<file path="src/rtl/nco_sweep_ctrl.sv">
// nco_sweep_ctrl: steps an NCO frequency control word from a start value up to a
// stop value, holding each value for dwell+1 cycles. Supports a single ramp, a
// repeating sawtooth and a continuous triangle. Steps saturate at the sweep
// limits and never wrap around the control-word range.
//
// state | meaning
// ------+--------------------------------------------------------------
// IDLE  | waiting for a configuration; cfg_ready high
// UP    | ramping ctrl upward toward the stop word
// DOWN  | ramping ctrl downward toward the start word (triangle only)
module nco_sweep_ctrl #(
    parameter int N  = 32,
    parameter int DW = 16
) (
    input  logic          clk,
    input  logic          rst,
    input  logic          cfg_valid,
    output logic          cfg_ready,
    input  logic [N-1:0]  cfg_start,
    input  logic [N-1:0]  cfg_stop,
    input  logic [N-1:0]  cfg_step,
    input  logic [DW-1:0] cfg_dwell,
    input  logic [1:0]    cfg_mode,
    input  logic          abort,
    output logic [N-1:0]  ctrl,
    output logic          nco_rst,
    output logic          busy,
    output logic          done,
    output logic          wrap,
    output logic          err
);

    typedef enum logic [1:0] {
        IDLE = 2'd0,
        UP   = 2'd1,
        DOWN = 2'd2
    } state_t;

    localparam logic [1:0] MODE_SAW = 2'b01;
    localparam logic [1:0] MODE_TRI = 2'b10;

    state_t        state;
    logic [N-1:0]  start_q;
    logic [N-1:0]  stop_q;
    logic [N-1:0]  step_q;
    logic [DW-1:0] dwell_q;
    logic [1:0]    mode_q;
    logic [DW-1:0] dwell_cnt;

    logic [N:0]    up_sum;
    logic [N:0]    dn_diff;
    logic [N-1:0]  up_val;
    logic [N-1:0]  dn_val;
    logic          cfg_bad;

    // Next step values are formed one bit wider so a carry or borrow can be
    // seen and the word clamped to the sweep limit instead of wrapping.
    assign up_sum  = {1'b0, ctrl} + {1'b0, step_q};
    assign dn_diff = {1'b0, ctrl} - {1'b0, step_q};
    assign up_val  = (up_sum[N]  || (up_sum[N-1:0]  >= stop_q))  ? stop_q  : up_sum[N-1:0];
    assign dn_val  = (dn_diff[N] || (dn_diff[N-1:0] <= start_q)) ? start_q : dn_diff[N-1:0];

    assign cfg_bad   = (cfg_stop < cfg_start) || (cfg_step == '0);
    assign cfg_ready = (state == IDLE);

    // Sweep sequencer: configuration handshake, dwell down-counter, stepping
    // and the one-cycle event pulses.
    always_ff @(posedge clk) begin
        if (rst) begin
            state     <= IDLE;
            ctrl      <= '0;
            dwell_cnt <= '0;
            start_q   <= '0;
            stop_q    <= '0;
            step_q    <= '0;
            dwell_q   <= '0;
            mode_q    <= '0;
            nco_rst   <= 1'b0;
            busy      <= 1'b0;
            done      <= 1'b0;
            wrap      <= 1'b0;
            err       <= 1'b0;
        end else begin
            nco_rst <= 1'b0;
            done    <= 1'b0;
            wrap    <= 1'b0;
            err     <= 1'b0;
            case (state)
                IDLE: begin
                    // abort has no meaning here; a pending config is still taken
                    if (cfg_valid) begin
                        if (cfg_bad) begin
                            err <= 1'b1;
                        end else begin
                            start_q   <= cfg_start;
                            stop_q    <= cfg_stop;
                            step_q    <= cfg_step;
                            dwell_q   <= cfg_dwell;
                            mode_q    <= cfg_mode;
                            ctrl      <= cfg_start;
                            dwell_cnt <= cfg_dwell;
                            nco_rst   <= 1'b1;
                            busy      <= 1'b1;
                            state     <= UP;
                        end
                    end
                end
                UP: begin
                    if (abort) begin
                        state <= IDLE;
                        busy  <= 1'b0;
                    end else if (dwell_cnt != '0) begin
                        dwell_cnt <= dwell_cnt - DW'(1);
                    end else begin
                        dwell_cnt <= dwell_q;
                        if (ctrl == stop_q) begin
                            case (mode_q)
                                MODE_SAW: begin
                                    ctrl <= start_q;
                                    wrap <= 1'b1;
                                end
                                MODE_TRI: begin
                                    ctrl  <= dn_val;
                                    state <= DOWN;
                                end
                                default: begin
                                    state <= IDLE;
                                    busy  <= 1'b0;
                                    done  <= 1'b1;
                                end
                            endcase
                        end else begin
                            ctrl <= up_val;
                        end
                    end
                end
                DOWN: begin
                    if (abort) begin
                        state <= IDLE;
                        busy  <= 1'b0;
                    end else if (dwell_cnt != '0) begin
                        dwell_cnt <= dwell_cnt - DW'(1);
                    end else begin
                        dwell_cnt <= dwell_q;
                        if (ctrl == start_q) begin
                            ctrl  <= up_val;
                            wrap  <= 1'b1;
                            state <= UP;
                        end else begin
                            ctrl <= dn_val;
                        end
                    end
                end
                default: begin
                    state <= IDLE;
                    busy  <= 1'b0;
                end
            endcase
        end
    end

endmodule

</file>
<file path="config.mk">
export PLATFORM = sky130hd
export DESIGN_NAME = nco_sweep_ctrl
export DESIGN_NICKNAME = d
export VERILOG_FILES = /design/src/rtl/nco_sweep_ctrl.sv
export SDC_FILE = /design/constraint.sdc
export NUM_CORES = 1
export LEC_CHECK = 0
export BUFFER_PORTS_ARGS = -buffer_cell sky130_fd_sc_hd__buf_2
export CAP_MARGIN = 10
export CORE_MARGIN = 2
export CORE_UTILIZATION = 61
export CTS_CLUSTER_DIAMETER = 120
export DETAILED_ROUTE_END_ITERATION = 8
export PLACE_DENSITY = 0.82
export SKIP_LAST_GASP = 1
export SYNTH_ARGS = -nofsm -noshare
export SYNTH_HDL_FRONTEND = slang
export SYNTH_SLANG_ARGS = --single-unit
</file>
<file path="constraint.sdc">
create_clock -name clk -period 5.63 [get_ports clk]
set_input_delay 1.126 -clock clk [delete_from_list [all_inputs] [get_ports clk]]
set_output_delay 1.126 -clock clk [all_outputs]
set_load 0.02 [all_outputs]
</file>
### Word-level counts from Yosys, hierarchy flattened

Index checks and enable logic that the tools add are counted.
W data, S select, Z words.

* reduce and logical (&&, ||, !) cells: 17
* bitwise gates (word level): 5
* $add $sub $neg: 3
* muxes and demuxes: 46
* order comparisons: 3
* equality and inequality tests: 21

Operators by type and width (count)
* $mux W32: 10
* $pmux W32 S3: 1
* $eq A32 B32 Y1: 2
* $mux W16: 4
* $pmux W32 S2: 1
* $add A32 B32 Y33: 1
* $sub A32 B32 Y33: 1
* $ge A32 B32 Y1: 1
* $le A32 B32 Y1: 1
* $logic_not A32 Y1: 1
* $lt A32 B32 Y1: 1
* $pmux W16 S2: 1
* $ne A3 B3 Y1 const B: 6
* $mux W1: 17
* $mux W2: 8
* $ne A2 B2 Y1 const B: 8
* $reduce_bool A16 Y1: 1
* $sub A16 B1 Y16 const B: 1
* $reduce_and A8 Y1: 1
* $reduce_and A7 Y1: 1
* $pmux W2 S3: 1
* $reduce_and A6 Y1: 1
* $not A1 Y1: 5
* $reduce_or A5 Y1: 1
* 14 further kinds: 19

* output and inout port bits: 38
* register bits after elaboration: 169
* input port bits: 118

### Longest topological paths before layout

* depth in word-level cells: 9
* depth in mapped cells: 24
* mapped depth without buffers: 23

### Least setup slack after synthesis

OpenSTA, ideal clock, no wires.

* path type: reg2reg
* start point: register ctrl[10]
* end point: register ctrl[26]
* path slack: 0.763 ns
* clock period less this slack: 4.867 ns
* library setup time: 0.129 ns
* data required time: 5.501 ns
* stages on the path, launching flop included: 22
* arrival: 4.738 ns
* cell sequence: dfxtp_1 > ha_1 > buf_6 > or4_1 > or3_1 > a31oi_2 > o21ai_2 > o21ai_1 > a21bo_2 > a311oi_1 > xnor2_1 > inv_1 > ha_1 > a21o_1 > nand3_1 > a31oi_1 > a211o_1 > a221oi_4 > mux2i_1 > mux2i_1 > a2111oi_1 > o31ai_1

* cells in the longest elaborated chain, start to end: 9

Ends and longest elaborated chain
* start: declaration: RTL line 25 `output logic [N-1:0] ctrl,`
* start signal: assignment: RTL line 100 `ctrl <= cfg_start;`
* start signal: assignment: RTL line 119 `ctrl <= start_q;`
* start signal: assignment: RTL line 123 `ctrl <= dn_val;`
* $sub A32 B32 Y33: RTL line 59 `assign dn_diff = {1'b0, ctrl} - {1'b0, step_q};`
* $le A32 B32 Y1: RTL line 61 `assign dn_val = (dn_diff[N] || (dn_diff[N-1:0] <= start_q)) ? start_q : dn_diff[N-1:0];`
* $logic_or A1 B1 Y1: RTL line 61
* $mux W32: RTL line 61
* $pmux W32 S2: RTL line 117 `case (mode_q)`
* $mux W32: RTL line 116 `if (ctrl == stop_q) begin`
* $mux W32: RTL line 112 `end else if (dwell_cnt != '0) begin`
* $mux W32: RTL line 109 `if (abort) begin`
* $pmux W32 S3: RTL line 88 `case (state)`

Parallel ways exist; a longest one is shown, timed or not. The select of a mux whose other input is x is not followed.
A chain may end at the register's enable or synchronous reset.

### Worst setup path after layout

* start point: register ctrl[13]
* end point: register ctrl[26]

The elaborated chain is that of the path after synthesis.

==> metrics.cfg <==
[outcome]
status = finished with violations
failed_checks = setup timing

[worst_hold_path]
hp-start = dwell_q[5]$_SDFFE_PP0P_
worstHoldPathType = reg -> reg
min_to = dwell_q[5]$_SDFFE_PP0P_
hold_depth = 2

[synthesis]
synthCells = 1925
yosys_warnings = 0
syn_area_um2 = 15300
synth_top_area_share_pct = 22.2
synth.avg_cell_area_um2 = 7.93
synth_edf_count = 0
async_reset_ff_share_pct = 0
synth_fp_nets = 2211
postSynthRegisterBits = 169
netlist_top_cells_area = dfxtp_1 (22%), ha_1 (14%), mux2i_1 (11%)
yosysSeqAreaShare_pct = 22.2
yosysTopAreaCell = dfxtp_1
dominantRegCellSynth = dfxtp_1
synth_cell_types = 95

[floorplan]
die_h_um = 162
rows = 57
dieArea_um2 = 26300
io_pins = 156
die_w_um = 162
start_util_pct = 62.4
fp.coreArea_um2 = 24500

[clock_network]
htree_levels = 4
ctsHoldBuffers = 0
clkLatencyLatePin_ps = 460
root_buffer = clkbuf_16
cts_buffers = 17
cts_buffer_depth = 2
clk_pin_slew_ps = 90
cts_sinks = 169
cts_tree = yes

[placement]
port_buffers = 155
post-dp-hpwl_mm = 40.6
gp_congestion = 1.02

[setup_path]
crit_path_end_kind = flip-flop
reg2reg_from = ctrl[13]$_SDFFE_PP0P_
reg2reg_slack_ps = -20
crit_required_ps = 5950
critical_path_class = reg -> reg
cp-start-kind = flip-flop
r2r_end = ctrl[26]$_SDFFE_PP0P_
path_max_fanout = 8
reg2reg_depth = 17
arrival_ps = 5980

[sta]
whs_ps = 502
slew_violations = 0
slew_headroom_pct = 35.0
setup_viol = 1
worst_pin_slew_ps = 976
hold_violations = 0
fin_ws_ps = -21.7
fin_crit_sh_pct = 100
fin_crit_ps = 5650
finClkSkew_ps = 17.7
setup_tns_ps = -21.7
fmax_ghz = 0.177

[finish]
fillers = 2003
antenna_cells = 0
drive_above_1_share_pct = 14.3
area_delta_synth_final_pct = 12.5
final_common_cell = nor2_1
nets = 2347
layout_common_cells = nor2_1 (256), inv_1 (172), mux2i_1 (172)

[power_and_ir_drop]
comb_power_share_pct = 62.9
pwr_density_cell_nw_per_um2 = 438
finalPower_w = 0.00752
power.share.switching_pct = 50.3
power.switching_w = 0.00378
pwr-share-clk_pct = 17.1
cellLeakagePower_nw = 7.59
vdd_drop_max_mv = 0.406
internal-power_w = 0.00374
pwr-share-seq_pct = 20.0

[route]
detail_route.first_pass.iterations = 6
ant_nets = 0
wl_mm = 53.0
initialDrtViolationCount = 1780
drt-vias-per-instance = 6.47
post_drt_wl_per_cell_um = 22.1
vias = 15500
drc = 0

[global_route]
grt_pass1_vias = 14500
grt_max_degree = 80
grt.overflow.total = 0
grt_pass1_wl_mm = 80.9
antenna_found_initial = 0
grt_util_all_layers_pct = 39.6

[flow_run]
cap_violations = 0

synth_stat cells (4+ instances only):
cell type / number
nand3b_1: 9
nand3_1: 22
nand4_1: 31
a31oi_1: 10
a221oi_1: 4
nor3_1: 30
o211ai_1: 20
ha_1: 166
o221ai_1: 15
xor2_1: 80
nor4_1: 40
buf_4: 4
and3_1: 4
o21a_1: 10
a211oi_1: 32
o21bai_1: 7
o21ai_0: 61
nor3b_1: 6
o21ai_1: 5
dfxtp_1: 169
inv_1: 172
mux2i_1: 172
a21boi_0: 6
or4_1: 11
clkbuf_1: 49
a21oi_1: 131
a311oi_1: 22
o311ai_1: 9
xnor2_1: 47
buf_6: 5
a21o_1: 15
buf_2: 36
o41a_1: 6
o22ai_1: 5
o31a_1: 6
o31ai_1: 10
nand2_1: 112
a211o_1: 7
or3_1: 9
nor2b_1: 15
nand2b_1: 14
and2_1: 5
o311ai_0: 4
nor2_1: 258
sequential cells by signal (all words and copies together), names as in the netlist, 2 cells and up:
register / cells
step_q: 32
start_q: 32
state: 2
ctrl: 32
mode_q: 2
stop_q: 32
dwell_q: 16
dwell_cnt: 16
kinds of logic after synthesis:
| family | synth area share [%] |
|---|---|
| AO/OA/AOI/OAI | 19.5 |
| XOR/XNOR | 7.39 |
| adder cells (fa/ha/maj) | 13.9 |
| buffers and inverters | 7.28 |
| flip-flops | 22.2 |
| multiplexers | 11.5 |
| AND/OR/NAND/NOR | 18.3 |
worst max-delay path: stages, from the launching register on:
cell and delay [ps]:
dfxtp_1 530, ha_1 390, or4_4 570, nor4_2 250, nor4b_4 490, or4_1 390, a21boi_0 210, xor2_1 360
ha_1 310, nand2_1 80, o21ai_0 180, a211o_1 350, a221oi_4 220, buf_4 190, mux2i_1 280, o32ai_1 160
a2111oi_2 440, o31ai_1 130
how the worst max path moves through the flow:
stage          slack (ps)                     from                     to  cells after the start
6_report              -20    ctrl[13]$_SDFFE_PP0P_  ctrl[26]$_SDFFE_PP0P_                     17
5_1_grt               -30  step_q[15]$_SDFFE_PP0P_  ctrl[22]$_SDFFE_PP0P_                     20
4_1_cts                90   step_q[2]$_SDFFE_PP0P_  ctrl[19]$_SDFFE_PP0P_                     24
3_5_place_dp          150   step_q[2]$_SDFFE_PP0P_  ctrl[19]$_SDFFE_PP0P_                     24
3_3_place_gp          300     ctrl[2]$_SDFFE_PP0P_  ctrl[19]$_SDFFE_PP0P_                     23
2_1_floorplan         760    ctrl[10]$_SDFFE_PP0P_  ctrl[26]$_SDFFE_PP0P_                     21
routing by layer:
layer / GRT usage, % / share of wire, %
met5: 0 / 0
met4: 18.5 / 5.4
met3: 8.58 / 10
met2: 61.7 / 44
met1: 52.2 / 41
cell type report:
cell class	count	area (µm²)	share of cell area, %
clock buffers	17	425	2.48
clock inverters	15	216	1.26
inverters	175	657	3.82
multi-input cells	1486	10800	63.1
flip-flops and latches	169	3380	19.7
well taps	324	405	2.36
repair buffers	212	1260	7.31
what timing repair did:
item,CTS,global route
buffers inserted,0,2
endpoints found under the setup margin,1,32
resized for setup,1,12
hold endpoints to repair,0,0
metrics by stage:
stage                     util (%)  setup WS (ps)  area [µm²]  std cells
final                         70.2          -21.7       17200       2398
after floorplan                  -            763       15300       1925
after CTS                     70.0           85.5       17100       2396
after global placement        67.4            297       16500       2364
after global routing          70.2          -31.2       17200       2398
after detailed placement      67.4            150       16500       2364
power by group through the flow:
stage	Combinational [W]	Clock [W]	Sequential, W
2_1_floorplan	0.00312	0	0.00157
3_3_place_gp	0.00442	0	0.00151
3_5_place_dp	0.00449	0	0.00152
4_1_cts	0.00453	0.00129	0.00149
5_1_grt	0.00509	0.00133	0.00152
6_report	0.00473	0.00129	0.00150
No activity file was read; power rests on OpenSTA's default activity.
